## src/rtl/spi_matrix_receiver_pkg.sv

```systemverilog
// Shared definitions for the MAX7219-style SPI shadow receiver:
// register addresses and the frame FSM encoding.
package spi_matrix_receiver_pkg;

    localparam logic [3:0] REG_NOOP      = 4'h0;
    localparam logic [3:0] REG_DIGIT0    = 4'h1;
    localparam logic [3:0] REG_DIGIT1    = 4'h2;
    localparam logic [3:0] REG_DIGIT2    = 4'h3;
    localparam logic [3:0] REG_DIGIT3    = 4'h4;
    localparam logic [3:0] REG_DIGIT4    = 4'h5;
    localparam logic [3:0] REG_DIGIT5    = 4'h6;
    localparam logic [3:0] REG_DIGIT6    = 4'h7;
    localparam logic [3:0] REG_DIGIT7    = 4'h8;
    localparam logic [3:0] REG_DECODE    = 4'h9;
    localparam logic [3:0] REG_INTENSITY = 4'hA;
    localparam logic [3:0] REG_SCANLIM   = 4'hB;
    localparam logic [3:0] REG_SHUTDOWN  = 4'hC;
    localparam logic [3:0] REG_TEST      = 4'hF;

    localparam logic [4:0] BIT_CNT_MAX   = 5'd31;

    typedef enum logic [1:0] {
        ST_IDLE   = 2'd0,
        ST_SHIFT  = 2'd1,
        ST_COMMIT = 2'd2
    } state_e;

endpackage

```

## src/rtl/spi_matrix_receiver_sync_edge.sv

```systemverilog
// N-stage synchronizer for an asynchronous input, with single-cycle
// rise/fall pulses derived from the synchronized copy.
module sync_edge #(
    parameter int   STAGES    = 2,
    parameter logic RESET_VAL = 1'b0
) (
    input  logic clk,
    input  logic reset,
    input  logic d,
    output logic q,
    output logic rise,
    output logic fall
);

    logic [STAGES-1:0] sync_q;
    logic [STAGES-1:0] sync_d;
    logic              prev_q;
    logic              prev_d;

    // Shift the raw input through the chain; remember the previous output.
    always_comb begin
        sync_d = {sync_q[STAGES-2:0], d};
        prev_d = sync_q[STAGES-1];
    end

    // Synchronizer and edge-history flops.
    always_ff @(posedge clk or posedge reset) begin
        if (reset) begin
            sync_q <= {STAGES{RESET_VAL}};
            prev_q <= RESET_VAL;
        end else begin
            sync_q <= sync_d;
            prev_q <= prev_d;
        end
    end

    assign q    = sync_q[STAGES-1];
    assign rise = q & ~prev_q;
    assign fall = ~q & prev_q;

endmodule

```

## src/rtl/spi_matrix_receiver.sv

```systemverilog
// Passive SPI listener that decodes MAX7219 command frames and keeps a
// shadow of the display registers for preview and self-check.
module spi_matrix_receiver
    import spi_matrix_receiver_pkg::*;
#(
    parameter int PAIR_BYTES  = 1,
    parameter int SYNC_STAGES = 2
) (
    input  logic       clk,
    input  logic       reset,
    input  logic       mosi,
    input  logic       sclk,
    input  logic       cs,
    input  logic [2:0] row_sel,
    output logic [7:0] row_out,
    output logic       shutdown_n,
    output logic [7:0] decode_mode,
    output logic [3:0] intensity,
    output logic [2:0] scan_limit,
    output logic       display_test,
    output logic       frame_valid,
    output logic [7:0] frame_addr,
    output logic [7:0] frame_data,
    output logic       frame_err
);

    logic sclk_s, sclk_rise_s, sclk_fall_s;
    logic cs_s, cs_rise_s, cs_fall_s;
    logic mosi_s;

    // cs resets low so a window already open at reset release never commits.
    sync_edge #(.STAGES(SYNC_STAGES), .RESET_VAL(1'b0)) u_sclk_sync (
        .clk(clk), .reset(reset), .d(sclk),
        .q(sclk_s), .rise(sclk_rise_s), .fall(sclk_fall_s)
    );
    sync_edge #(.STAGES(SYNC_STAGES), .RESET_VAL(1'b0)) u_cs_sync (
        .clk(clk), .reset(reset), .d(cs),
        .q(cs_s), .rise(cs_rise_s), .fall(cs_fall_s)
    );

    logic [SYNC_STAGES-1:0] mosi_sync_q, mosi_sync_d;
    state_e          state_q, state_d;
    logic [4:0]      bit_cnt_q, bit_cnt_d;
    logic [15:0]     sr_q, sr_d;
    logic            holder_full_q, holder_full_d;
    logic [7:0]      holder_addr_q, holder_addr_d;
    logic            pend_valid_q, pend_valid_d;
    logic            pend_err_q, pend_err_d;
    logic [7:0]      pend_addr_q, pend_addr_d;
    logic [7:0]      pend_data_q, pend_data_d;
    logic [7:0][7:0] rows_q, rows_d;
    logic            shutdown_q, shutdown_d;
    logic [7:0]      decode_q, decode_d;
    logic [3:0]      intensity_q, intensity_d;
    logic [2:0]      scan_q, scan_d;
    logic            test_q, test_d;
    logic            frame_valid_q, frame_valid_d;
    logic            frame_err_q, frame_err_d;
    logic [7:0]      frame_addr_q, frame_addr_d;
    logic [7:0]      frame_data_q, frame_data_d;
    logic [2:0]      row_idx_s;

    assign mosi_s    = mosi_sync_q[SYNC_STAGES-1];
    // Digit addresses 1..8 map to rows 0..7; 8 wraps to 7 in three bits.
    assign row_idx_s = pend_addr_q[2:0] - 3'd1;

    // Frame FSM: shift, classify on cs rise, apply decode in COMMIT.
    always_comb begin
        mosi_sync_d   = {mosi_sync_q[SYNC_STAGES-2:0], mosi};
        state_d       = state_q;
        bit_cnt_d     = bit_cnt_q;
        sr_d          = sr_q;
        holder_full_d = holder_full_q;
        holder_addr_d = holder_addr_q;
        pend_valid_d  = pend_valid_q;
        pend_err_d    = pend_err_q;
        pend_addr_d   = pend_addr_q;
        pend_data_d   = pend_data_q;
        rows_d        = rows_q;
        shutdown_d    = shutdown_q;
        decode_d      = decode_q;
        intensity_d   = intensity_q;
        scan_d        = scan_q;
        test_d        = test_q;
        frame_valid_d = 1'b0;
        frame_err_d   = 1'b0;
        frame_addr_d  = frame_addr_q;
        frame_data_d  = frame_data_q;

        case (state_q)
            ST_IDLE: begin
                if (cs_fall_s) begin
                    state_d   = ST_SHIFT;
                    bit_cnt_d = 5'd0;
                end else begin
                    state_d   = ST_IDLE;
                end
            end
            ST_SHIFT: begin
                if (cs_rise_s) begin
                    state_d      = ST_COMMIT;
                    pend_valid_d = 1'b0;
                    pend_err_d   = 1'b0;
                    if (PAIR_BYTES == 0) begin
                        if (bit_cnt_q == 5'd16) begin
                            pend_valid_d = 1'b1;
                            pend_addr_d  = sr_q[15:8];
                            pend_data_d  = sr_q[7:0];
                        end else begin
                            pend_err_d   = 1'b1;
                        end
                    end else begin
                        if (bit_cnt_q != 5'd8) begin
                            pend_err_d    = 1'b1;
                            holder_full_d = 1'b0;
                        end else if (holder_full_q) begin
                            pend_valid_d  = 1'b1;
                            pend_addr_d   = holder_addr_q;
                            pend_data_d   = sr_q[7:0];
                            holder_full_d = 1'b0;
                        end else begin
                            holder_full_d = 1'b1;
                            holder_addr_d = sr_q[7:0];
                        end
                    end
                end else if (sclk_rise_s) begin
                    sr_d      = {sr_q[14:0], mosi_s};
                    bit_cnt_d = (bit_cnt_q == BIT_CNT_MAX) ? BIT_CNT_MAX : bit_cnt_q + 5'd1;
                end else begin
                    state_d   = ST_SHIFT;
                end
            end
            ST_COMMIT: begin
                state_d       = ST_IDLE;
                frame_valid_d = pend_valid_q;
                frame_err_d   = pend_err_q;
                if (pend_valid_q) begin
                    frame_addr_d = pend_addr_q;
                    frame_data_d = pend_data_q;
                    case (pend_addr_q[3:0])
                        REG_DIGIT0, REG_DIGIT1, REG_DIGIT2, REG_DIGIT3,
                        REG_DIGIT4, REG_DIGIT5, REG_DIGIT6, REG_DIGIT7:
                                       rows_d[row_idx_s] = pend_data_q;
                        REG_DECODE:    decode_d    = pend_data_q;
                        REG_INTENSITY: intensity_d = pend_data_q[3:0];
                        REG_SCANLIM:   scan_d      = pend_data_q[2:0];
                        REG_SHUTDOWN:  shutdown_d  = pend_data_q[0];
                        REG_TEST:      test_d      = pend_data_q[0];
                        REG_NOOP:      test_d      = test_q;
                        default:       test_d      = test_q;
                    endcase
                end else begin
                    frame_addr_d = frame_addr_q;
                end
            end
            default: state_d = ST_IDLE;
        endcase
    end

    // State, datapath and shadow register flops.
    always_ff @(posedge clk or posedge reset) begin
        if (reset) begin
            mosi_sync_q   <= '0;
            state_q       <= ST_IDLE;
            bit_cnt_q     <= 5'd0;
            sr_q          <= 16'h0000;
            holder_full_q <= 1'b0;
            holder_addr_q <= 8'h00;
            pend_valid_q  <= 1'b0;
            pend_err_q    <= 1'b0;
            pend_addr_q   <= 8'h00;
            pend_data_q   <= 8'h00;
            rows_q        <= '0;
            shutdown_q    <= 1'b0;
            decode_q      <= 8'h00;
            intensity_q   <= 4'h0;
            scan_q        <= 3'd0;
            test_q        <= 1'b0;
            frame_valid_q <= 1'b0;
            frame_err_q   <= 1'b0;
            frame_addr_q  <= 8'h00;
            frame_data_q  <= 8'h00;
        end else begin
            mosi_sync_q   <= mosi_sync_d;
            state_q       <= state_d;
            bit_cnt_q     <= bit_cnt_d;
            sr_q          <= sr_d;
            holder_full_q <= holder_full_d;
            holder_addr_q <= holder_addr_d;
            pend_valid_q  <= pend_valid_d;
            pend_err_q    <= pend_err_d;
            pend_addr_q   <= pend_addr_d;
            pend_data_q   <= pend_data_d;
            rows_q        <= rows_d;
            shutdown_q    <= shutdown_d;
            decode_q      <= decode_d;
            intensity_q   <= intensity_d;
            scan_q        <= scan_d;
            test_q        <= test_d;
            frame_valid_q <= frame_valid_d;
            frame_err_q   <= frame_err_d;
            frame_addr_q  <= frame_addr_d;
            frame_data_q  <= frame_data_d;
        end
    end

    assign row_out      = rows_q[row_sel];
    assign shutdown_n   = shutdown_q;
    assign decode_mode  = decode_q;
    assign intensity    = intensity_q;
    assign scan_limit   = scan_q;
    assign display_test = test_q;
    assign frame_valid  = frame_valid_q;
    assign frame_err    = frame_err_q;
    assign frame_addr   = frame_addr_q;
    assign frame_data   = frame_data_q;

    logic unused_s;
    assign unused_s = sclk_s ^ sclk_fall_s ^ cs_s;

endmodule

```

## config.mk

```make
export PLATFORM = sky130hd
export DESIGN_NAME = spi_matrix_receiver
export DESIGN_NICKNAME = d
export VERILOG_FILES = /design/src/rtl/spi_matrix_receiver_pkg.sv /design/src/rtl/spi_matrix_receiver_sync_edge.sv /design/src/rtl/spi_matrix_receiver.sv
export SDC_FILE = /design/constraint.sdc
export NUM_CORES = 1
export LEC_CHECK = 0
export ABC_AREA = 1
export CAP_MARGIN = 20
export CORE_MARGIN = 5
export CORE_UTILIZATION = 58
export DETAILED_ROUTE_END_ITERATION = 7
export MAX_ROUTING_LAYER = met4
export PLACE_DENSITY = 0.81
export REMOVE_ABC_BUFFERS = 1
export SKIP_LAST_GASP = 1
export SLEW_MARGIN = 15
export SYNTH_ARGS = -nofsm -noshare
export SYNTH_HDL_FRONTEND = slang
export SYNTH_SLANG_ARGS = --single-unit
```

## constraint.sdc

```tcl
create_clock -name clk -period 6.35 [get_ports clk]
set_input_delay 0.635 -clock clk [delete_from_list [all_inputs] [get_ports clk]]
set_output_delay 0.635 -clock clk [all_outputs]
set_load 0.01 [all_outputs]
```

==> qor.json, run 1 <==
{
  "min_path_type": "reg -> reg",
  "placement.io_buffers": 50,
  "total_grt_usage_pct": 25.75,
  "ctsRootBufferMaster": "sky130_fd_sc_hd__clkbuf_16",
  "design.final.nets": 843,
  "number_of_diodes_added_for_antenna_fixing": 0,
  "vias": 5359,
  "die-height_um": 117.2,
  "dp_hpwl_mm": 10.52,
  "tritoncts_clock_tree": "built",
  "layout-area-overhead-vs-synth_pct": 16.69,
  "reg2reg_to": "rows_q[24]$_DFFE_PP0P_",
  "grt_first_pass_wirelength_mm": 26.34,
  "setup-tns-final_ps": 0,
  "maximum_number_of_pins_on_one_net_before_global_route_repair": 80,
  "synth_enable_flop_cells": 0,
  "timing.final.hold_violations": 0,
  "start_util_pct": 58.87,
  "max_stage_delay_ps": 1160,
  "hold_path_end": "mosi_sync_q[1]$_DFF_PP0_",
  "cpMaxStageDelayCell": "sky130_fd_sc_hd__clkdlybuf4s50_1",
  "synth.avg_cell_area_sq_um": 8.416,
  "kind_of_critical_path": "in -> out",
  "fraction_of_layout_instances_using_a_drive_strength_above_1_pct": 7.253,
  "synth.cell_area_sq_um": 6665,
  "fin_skew_ps": 8.989,
  "detail_route.iter0.violations": 523,
  "r2r_setup_slack_ps": 4100,
  "gate_count_after_technology_mapping": 792,
  "synth_area_leader_cell": "sky130_fd_sc_hd__dfrtp_1",
  "ctsHoldBuffers": 0,
  "synth.most_common_cell": "sky130_fd_sc_hd__nand2_1",
  "synth-seq-area-share_pct": 55.94,
  "detail_route.vias_per_cell": 5.446,
  "die_w_um": 117.2,
  "max_freq_mhz": 243.0,
  "ff2ff_path_depth": 10,
  "resized_after_cts": 0,
  "number_of_buffers_created_by_cts": 17,
  "synth-async-reset-ratio_pct": 100.0,
  "critPathMaxFanout": 33,
  "top_level_ports": 51,
  "yosys_warnings": 0,
  "timing.critical_path.cells": "clkdlybuf4s50_1, inv_1, o21ai_0, o21ai_0, nand2_1, nand2_1, clkdlybuf4s50_1",
  "hold_start": "mosi_sync_q[0]$_DFF_PP0_",
  "timing.max_cap.violations": 0,
  "cp.required_ps": 5710,
  "worst_skew_pair.late_latency_ps": 420,
  "post-route-drc-count": 0,
  "synth_cell_type_count": 29,
  "design.core.area_sq_um": 11320,
  "synth.ff_latch_count": 149,
  "min_period_ps": 4116,
  "numClockSinks": 149,
  "holdPathStages": 0,
  "worst_ep_arrival_time_ps": 3480,
  "htree_levels": 4,
  "wl_mm": 15.79,
  "worst_slew_pin_slew_ps": 1039,
  "power_per_cell_area_nw_per_um2": 269.0,
  "min_period_over_period_pct": 64.82,
  "globalRoute.totalOverflow": 0,
  "rr_startpoint": "pend_addr_q[0]$_DFFE_PP0P_",
  "clkTransAtPathRegs_ps": 60,
  "cts_setup_buffers": 0,
  "irDropWorstVdd_mv": 0.4461,
  "first_global_vias": 5331,
  "floorplan.die_area_sq_um": 13740,
  "final.setup.worst_slack_ps": 2234,
  "cts-root-to-sink-buffers": 2,
  "grt_setup_unrepaired": "false",
  "slew_viol_final": 0,
  "yosys.area.top_type_share_pct": 55.94,
  "flip_flop_cell_with_the_highest_count_after_synthesis": "sky130_fd_sc_hd__dfrtp_1",
  "worst_setup_path_start_kind": "primary input",
  "number_of_antenna_violations_at_the_first_check_in_global_routing": 0,
  "crit_path_capture_type": "output port",
  "synth.area.top_cells": "sky130_fd_sc_hd__dfrtp_1 (56%), sky130_fd_sc_hd__nand2_1 (15%), sky130_fd_sc_hd__o21ai_0 (7.1%)",
  "relSlewSlack_pct": 30.49,
  "synth.cells.most_frequent": "sky130_fd_sc_hd__nand2_1 (264), sky130_fd_sc_hd__dfrtp_1 (149), sky130_fd_sc_hd__o21ai_0 (94), sky130_fd_sc_hd__nand3_1 (84), sky130_fd_sc_hd__nor2_1 (64)",
  "antenna_left": 0,
  "placement.setup.worst_slack_ps": 2286,
  "rows": 39,
  "routabilityCongestion": 0.9198,
  "final_number_of_setup_violating_endpoints": 0,
  "leakagePower_uw": 0.003909,
  "fin_hold_ws_ps": 350.0,
  "status": "completed",
  "routed_wire_length_per_instance_um": 16.04,
  "first_pass_iters": 5
}
## kinds of logic after synthesis
group                      Yosys count  synth area share [%]
and+or+nand+nor                    443                 29.57
DFF                                149                 55.94
AOI/OAI and AO/OA                  102                 7.697
buffers and inverters               92                 5.669
adders and majority gates            6                 1.126
## layout by cell type (no fill, tap or decap), drive strengths merged
cell           count
buf                2
nand4              3
clkbuf            20
nor3               5
nor2              74
a21boi             1
ha                 6
bufinv             2
a21oi              2
clkinv             6
dfrtp            149
nand2            274
clkinvlp           1
nand3             86
inv               60
clkdlybuf4s50     50
o21ai             99
or2                1
## area by class of cell
| cell class | count | area [sq um] |
|---|---|---|
| Clock buffer | 20 | 446.7 |
| Inverter | 58 | 222.7 |
| Sequential cell | 149 | 3729 |
| Clock inverter | 11 | 126.4 |
| Timing Repair Buffer | 52 | 515.5 |
| Fill cell | 887 | 3543 |
| Tap cell | 143 | 178.9 |
| Multi-Input combinational cell | 551 | 2559 |
## metrics by stage
stage               util [%]  std cells  total power, uW  area, sq um
finish                 68.70        984             2092         7777
floorplan                  -        758             1089         6505
detailed placement     63.64        953             1137         7204
global route           68.70        984             2176         7777
CTS                    68.70        984             2104         7777
global placement       63.64        953             1130         7204
## routing by layer
| metal | track usage, % | up-vias | routed length (um) |
|---|---|---|---|
| li1 | - | 2591 | - |
| met1 | 33.84 | 2573 | 6757 |
| met5 | - | - | 0 |
| met2 | 40.72 | 173 | 7934 |
| met3 | 5.656 | 22 | 875 |
| met4 | 7.110 | 0 | 218 |
## state kept, by name, summed over array words and instances, names as in the netlist, 2 cells and up
| register | cells |
|---|---|
| sr_q | 8 |
| u_cs_sync.sync_q | 2 |
| bit_cnt_q | 5 |
| holder_addr_q | 8 |
| intensity | 4 |
| pend_addr_q | 8 |
| frame_data | 8 |
| u_sclk_sync.sync_q | 2 |
| frame_addr | 8 |
| mosi_sync_q | 2 |
| scan_limit | 3 |
| state_q | 2 |
| decode_mode | 8 |
| rows_q | 64 |
| pend_data_q | 8 |
## worst max-delay path by stage
stage                          start                       end  slack (ps)  cells after the start
after floorplan                reset  bit_cnt_q[0]$_DFFE_PP0P_        1710                      1
after detailed placement  row_sel[0]                row_out[4]        2290                      7
after CTS                 row_sel[0]                row_out[4]        2280                      7
after global placement    row_sel[0]                row_out[0]        2420                      7
after global routing      row_sel[0]                row_out[4]        1930                      7
final                     row_sel[0]                row_out[4]        2230                      7
## report_power, final
group	internal, uW	total (uW)	switching [uW]
combinational	38.8	119	80.6
sequential	976	1000	25.0
clock	589	972	383
total	1600	2090	489
## worst max-delay path: cells and delay by family
family,cells,cell delay (ps)
AO/OA/AOI/OAI,2,440
buffers and inverters,3,2280
AND/OR/NAND/NOR,2,120
No activity file was read; power rests on OpenSTA's default activity.
==> inputs of run 2 (changes only) <==
==> constraint.sdc (replaced) <==
create_clock -name clk -period 4.2 [get_ports clk]
set_input_delay 0.42 -clock clk [delete_from_list [all_inputs] [get_ports clk]]
set_output_delay 0.42 -clock clk [all_outputs]
set_load 0.01 [all_outputs]
==> qor.json, run 2 (same netlist as run 1, synthesis figures left out) <==
{
  "status": "completed",
  "grt_first_pass_wirelength": {"value": 26.15, "unit": "mm", "change": "-0.71%"},
  "leakagePower": {"value": 0.003901, "unit": "uW", "change": "-0.22%"},
  "top_level_ports": {"value": 51, "change": "unchanged"},
  "max_flop_register": "rows_q",
  "min_path_type": "reg -> reg",
  "start_util": {"value": 58.87, "unit": "%", "change": "unchanged"},
  "crit_path_capture_type": "output port",
  "max_stage_delay": {"value": 990, "unit": "ps", "change": "-170 ps"},
  "regArea": {"value": 3729, "unit": "sq um", "change": "unchanged"},
  "route.met3.wl": {"value": 924, "unit": "um", "change": "+5.6%"},
  "resized_after_cts": {"value": 0, "change": "unchanged"},
  "critPathMaxFanout": {"value": 25, "change": "-24%"},
  "routabilityCongestion": {"value": 0.9237, "change": "+0.42%"},
  "worst_slew_pin_slew": {"value": 1043, "unit": "ps", "change": "+4.090 ps"},
  "fraction_of_layout_instances_using_a_drive_strength_above_1": {"value": 7.473, "unit": "%", "change": "+0.22 points"},
  "reg2reg_to": "rows_q[63]$_DFFE_PP0P_",
  "rr_startpoint": "pend_addr_q[0]$_DFFE_PP0P_",
  "first_global_vias": {"value": 5367, "change": "+0.68%"},
  "antenna_left": {"value": 0, "change": "unchanged"},
  "grt_setup_unrepaired": "false",
  "holdPathStages": {"value": 0, "change": "unchanged"},
  "min_period_ps": 3183,
  "detail_route.iter0.violations": {"value": 511, "change": "-2.3%"},
  "cts_setup_buffers": {"value": 0, "change": "unchanged"},
  "vias": {"value": 5374, "change": "+0.28%"},
  "final_number_of_setup_violating_endpoints": {"value": 0, "change": "unchanged"},
  "first_pass_iters": {"value": 5, "change": "unchanged"},
  "hold_path_end": "u_sclk_sync.sync_q[1]$_DFF_PP0_",
  "dp_hpwl": {"value": 10.34, "unit": "mm", "change": "-1.7%"},
  "cpMaxStageDelayCell": "sky130_fd_sc_hd__clkdlybuf4s50_1",
  "placement.io_buffers": {"value": 50, "change": "unchanged"},
  "design_area": {"value": 7797, "unit": "sq um", "change": "+0.26%"},
  "ctsHoldBuffers": {"value": 0, "change": "unchanged"},
  "power_per_cell_area": {"value": 404.2, "unit": "nW/um^2", "change": "+50%"},
  "p_seq_share": {"value": 47.9, "unit": "%", "change": "about the same"},
  "layout-area-overhead-vs-synth_pct": 16.99,
  "worstPathBufferInverterCount": {"value": 3, "change": "unchanged"},
  "die-height": {"value": 117.2, "unit": "um", "change": "unchanged"},
  "ctsRootBufferMaster": "sky130_fd_sc_hd__clkbuf_16",
  "clkTransAtPathRegs": {"value": 60, "unit": "ps", "change": "about the same"},
  "most_common_library_cell_in_the_layout_ignoring_fill_and_taps": "sky130_fd_sc_hd__nand2_1",
  "mostFrequentLayoutCells": "sky130_fd_sc_hd__nand2_1 (264), sky130_fd_sc_hd__dfrtp_1 (149), sky130_fd_sc_hd__o21ai_0 (94), sky130_fd_sc_hd__nand3_1 (84), sky130_fd_sc_hd__nor2_1 (64)",
  "p_int": {"value": 2405, "unit": "uW", "change": "+50%"},
  "min_period_over_period_pct": 75.79,
  "maximum_number_of_pins_on_one_net_before_global_route_repair": {"value": 100, "change": "+25%"},
  "detail_route.vias_per_cell": {"value": 5.450, "change": "about the same"},
  "numClockSinks": {"value": 149, "change": "unchanged"},
  "worst_skew_pair.late_latency": {"value": 430, "unit": "ps", "change": "about the same"},
  "clock_power_share": {"value": 46.2, "unit": "%", "change": "-0.3 points"},
  "worst_ep_arrival_time": {"value": 2760, "unit": "ps", "change": "-720 ps"},
  "wl": {"value": 15.62, "unit": "mm", "change": "-1.1%"},
  "multiInputGateArea": {"value": 2559, "unit": "sq um", "change": "unchanged"},
  "timing.final.hold_violations": {"value": 0, "change": "unchanged"},
  "post-route-drc-count": {"value": 0, "change": "unchanged"},
  "max_freq_mhz": 314.1,
  "globalRoute.totalOverflow": {"value": 0, "change": "unchanged"},
  "r2r_setup_slack": {"value": 1690, "unit": "ps", "change": "-2410 ps"},
  "wl_met1": {"value": 6.504, "unit": "mm", "change": "-3.7%"},
  "fillCellCount": {"value": 874, "change": "-1.5%"},
  "cts-root-to-sink-buffers": {"value": 2, "change": "unchanged"},
  "power.net_switching": {"value": 746.7, "unit": "uW", "change": "+53%"},
  "path_common_cell": "sky130_fd_sc_hd__nand2_1",
  "timing.max_cap.violations": {"value": 0, "change": "unchanged"},
  "timing.critical_path.cells": "clkdlybuf4s50_1, inv_1, nor2_1, o21ai_0, nand2_1, nand2_1, nand2_1, clkdlybuf4s50_1",
  "total_grt_usage": {"value": 25.65, "unit": "%", "change": "-0.10 points"},
  "fin_skew": {"value": 10.81, "unit": "ps", "change": "+1.823 ps"},
  "hold_start": "u_sclk_sync.sync_q[0]$_DFF_PP0_",
  "slew_viol_final": {"value": 0, "change": "unchanged"},
  "switching_share_of_power": {"value": 23.69, "unit": "%", "change": "+0.31 points"},
  "die_w": {"value": 117.2, "unit": "um", "change": "unchanged"},
  "power.total": {"value": 3152, "unit": "uW", "change": "+51%"},
  "number_of_diodes_added_for_antenna_fixing": {"value": 0, "change": "unchanged"},
  "rows": {"value": 39, "change": "unchanged"},
  "detailroute.wirelength.met2": {"value": 7.840, "unit": "mm", "change": "-1.2%"},
  "relSlewSlack": {"value": 30.19, "unit": "%", "change": "-0.30 points"},
  "routed_wire_length_per_instance": {"value": 15.84, "unit": "um", "change": "-1.3%"},
  "worst_setup_path_start_kind": "primary input",
  "htree_levels": {"value": 4, "change": "unchanged"},
  "number_of_buffers_created_by_cts": {"value": 17, "change": "unchanged"},
  "floorplan.die_area": {"value": 13740, "unit": "sq um", "change": "unchanged"},
  "number_of_antenna_violations_at_the_first_check_in_global_routing": {"value": 0, "change": "unchanged"},
  "highest-signal-layer": "met4",
  "largest_register_ff_count": {"value": 64, "change": "unchanged"},
  "tritoncts_clock_tree": "built",
  "irDropWorstVdd": {"value": 0.3827, "unit": "mV", "change": "-14%"},
  "design.final.nets": {"value": 845, "change": "+0.24%"},
  "placed_inst_area": {"value": 7232, "unit": "sq um", "change": "+0.38%"},
  "family_with_the_most_delay_on_the_worst_path": "buffers and inverters",
  "ff2ff_path_depth": {"value": 10, "change": "unchanged"},
  "power.share.combinational": {"value": 5.8, "unit": "%", "change": "about the same"},
  "cp.required": {"value": 3780, "unit": "ps", "change": "-1930 ps"},
  "kind_of_critical_path": "in -> out",
  "design.core.area": {"value": 11320, "unit": "sq um", "change": "unchanged"}
}
## run 2: final cells by class
| class | count | area share [%] |
|---|---|---|
| clock buffer | 19 | 5.552 |
| clock inverter | 12 | 1.701 |
| inverter | 58 | 2.856 |
| multi-input combinational | 551 | 32.81 |
| sequential | 149 | 47.82 |
| tap | 143 | 2.295 |
| timing repair buffer | 54 | 6.964 |
## run 2: how the worst max path moves through the flow
stage / from / end / slack, ps / cells after the start
after floorplan: reset / bit_cnt_q[0]$_DFFE_PP0P_ / -230 / 1
after global placement: row_sel[1] / row_out[7] / 1160 / 8
after detailed placement: row_sel[1] / row_out[1] / 1060 / 8
after CTS: row_sel[1] / row_out[3] / 1040 / 8
after global routing: row_sel[1] / row_out[3] / 790 / 8
final: row_sel[1] / row_out[1] / 1020 / 8
## run 2: power groups by stage
| stage | Clock [uW] | Sequential (uW) | Combinational (uW) |
|---|---|---|---|
| finish | 1460 | 1510 | 184 |
| detailed placement | 0 | 1540 | 184 |
| global placement | 0 | 1530 | 175 |
| floorplan | 0 | 1530 | 118 |
| global route | 1550 | 1520 | 214 |
| CTS | 1470 | 1510 | 186 |
## run 2: stage by stage
step	worst slack [ps]	TNS (ps)	util (%)	hold slack, ps	std cells
finish	1017	0	68.88	350.7	986
global route	791.5	0	68.88	362.8	986
CTS	1045	0	68.88	352.1	986
detailed placement	1056	0	63.88	337.9	955
global placement	1160	0	63.88	333.4	955
floorplan	-228.0	-33980	-	331.2	758
## run 2: per-layer routing
metal	GRT usage, %	up-vias
met2	40.76	185
met5	-	-
li1	-	2595
met4	8.486	0
met1	31.84	2556
met3	7.301	38
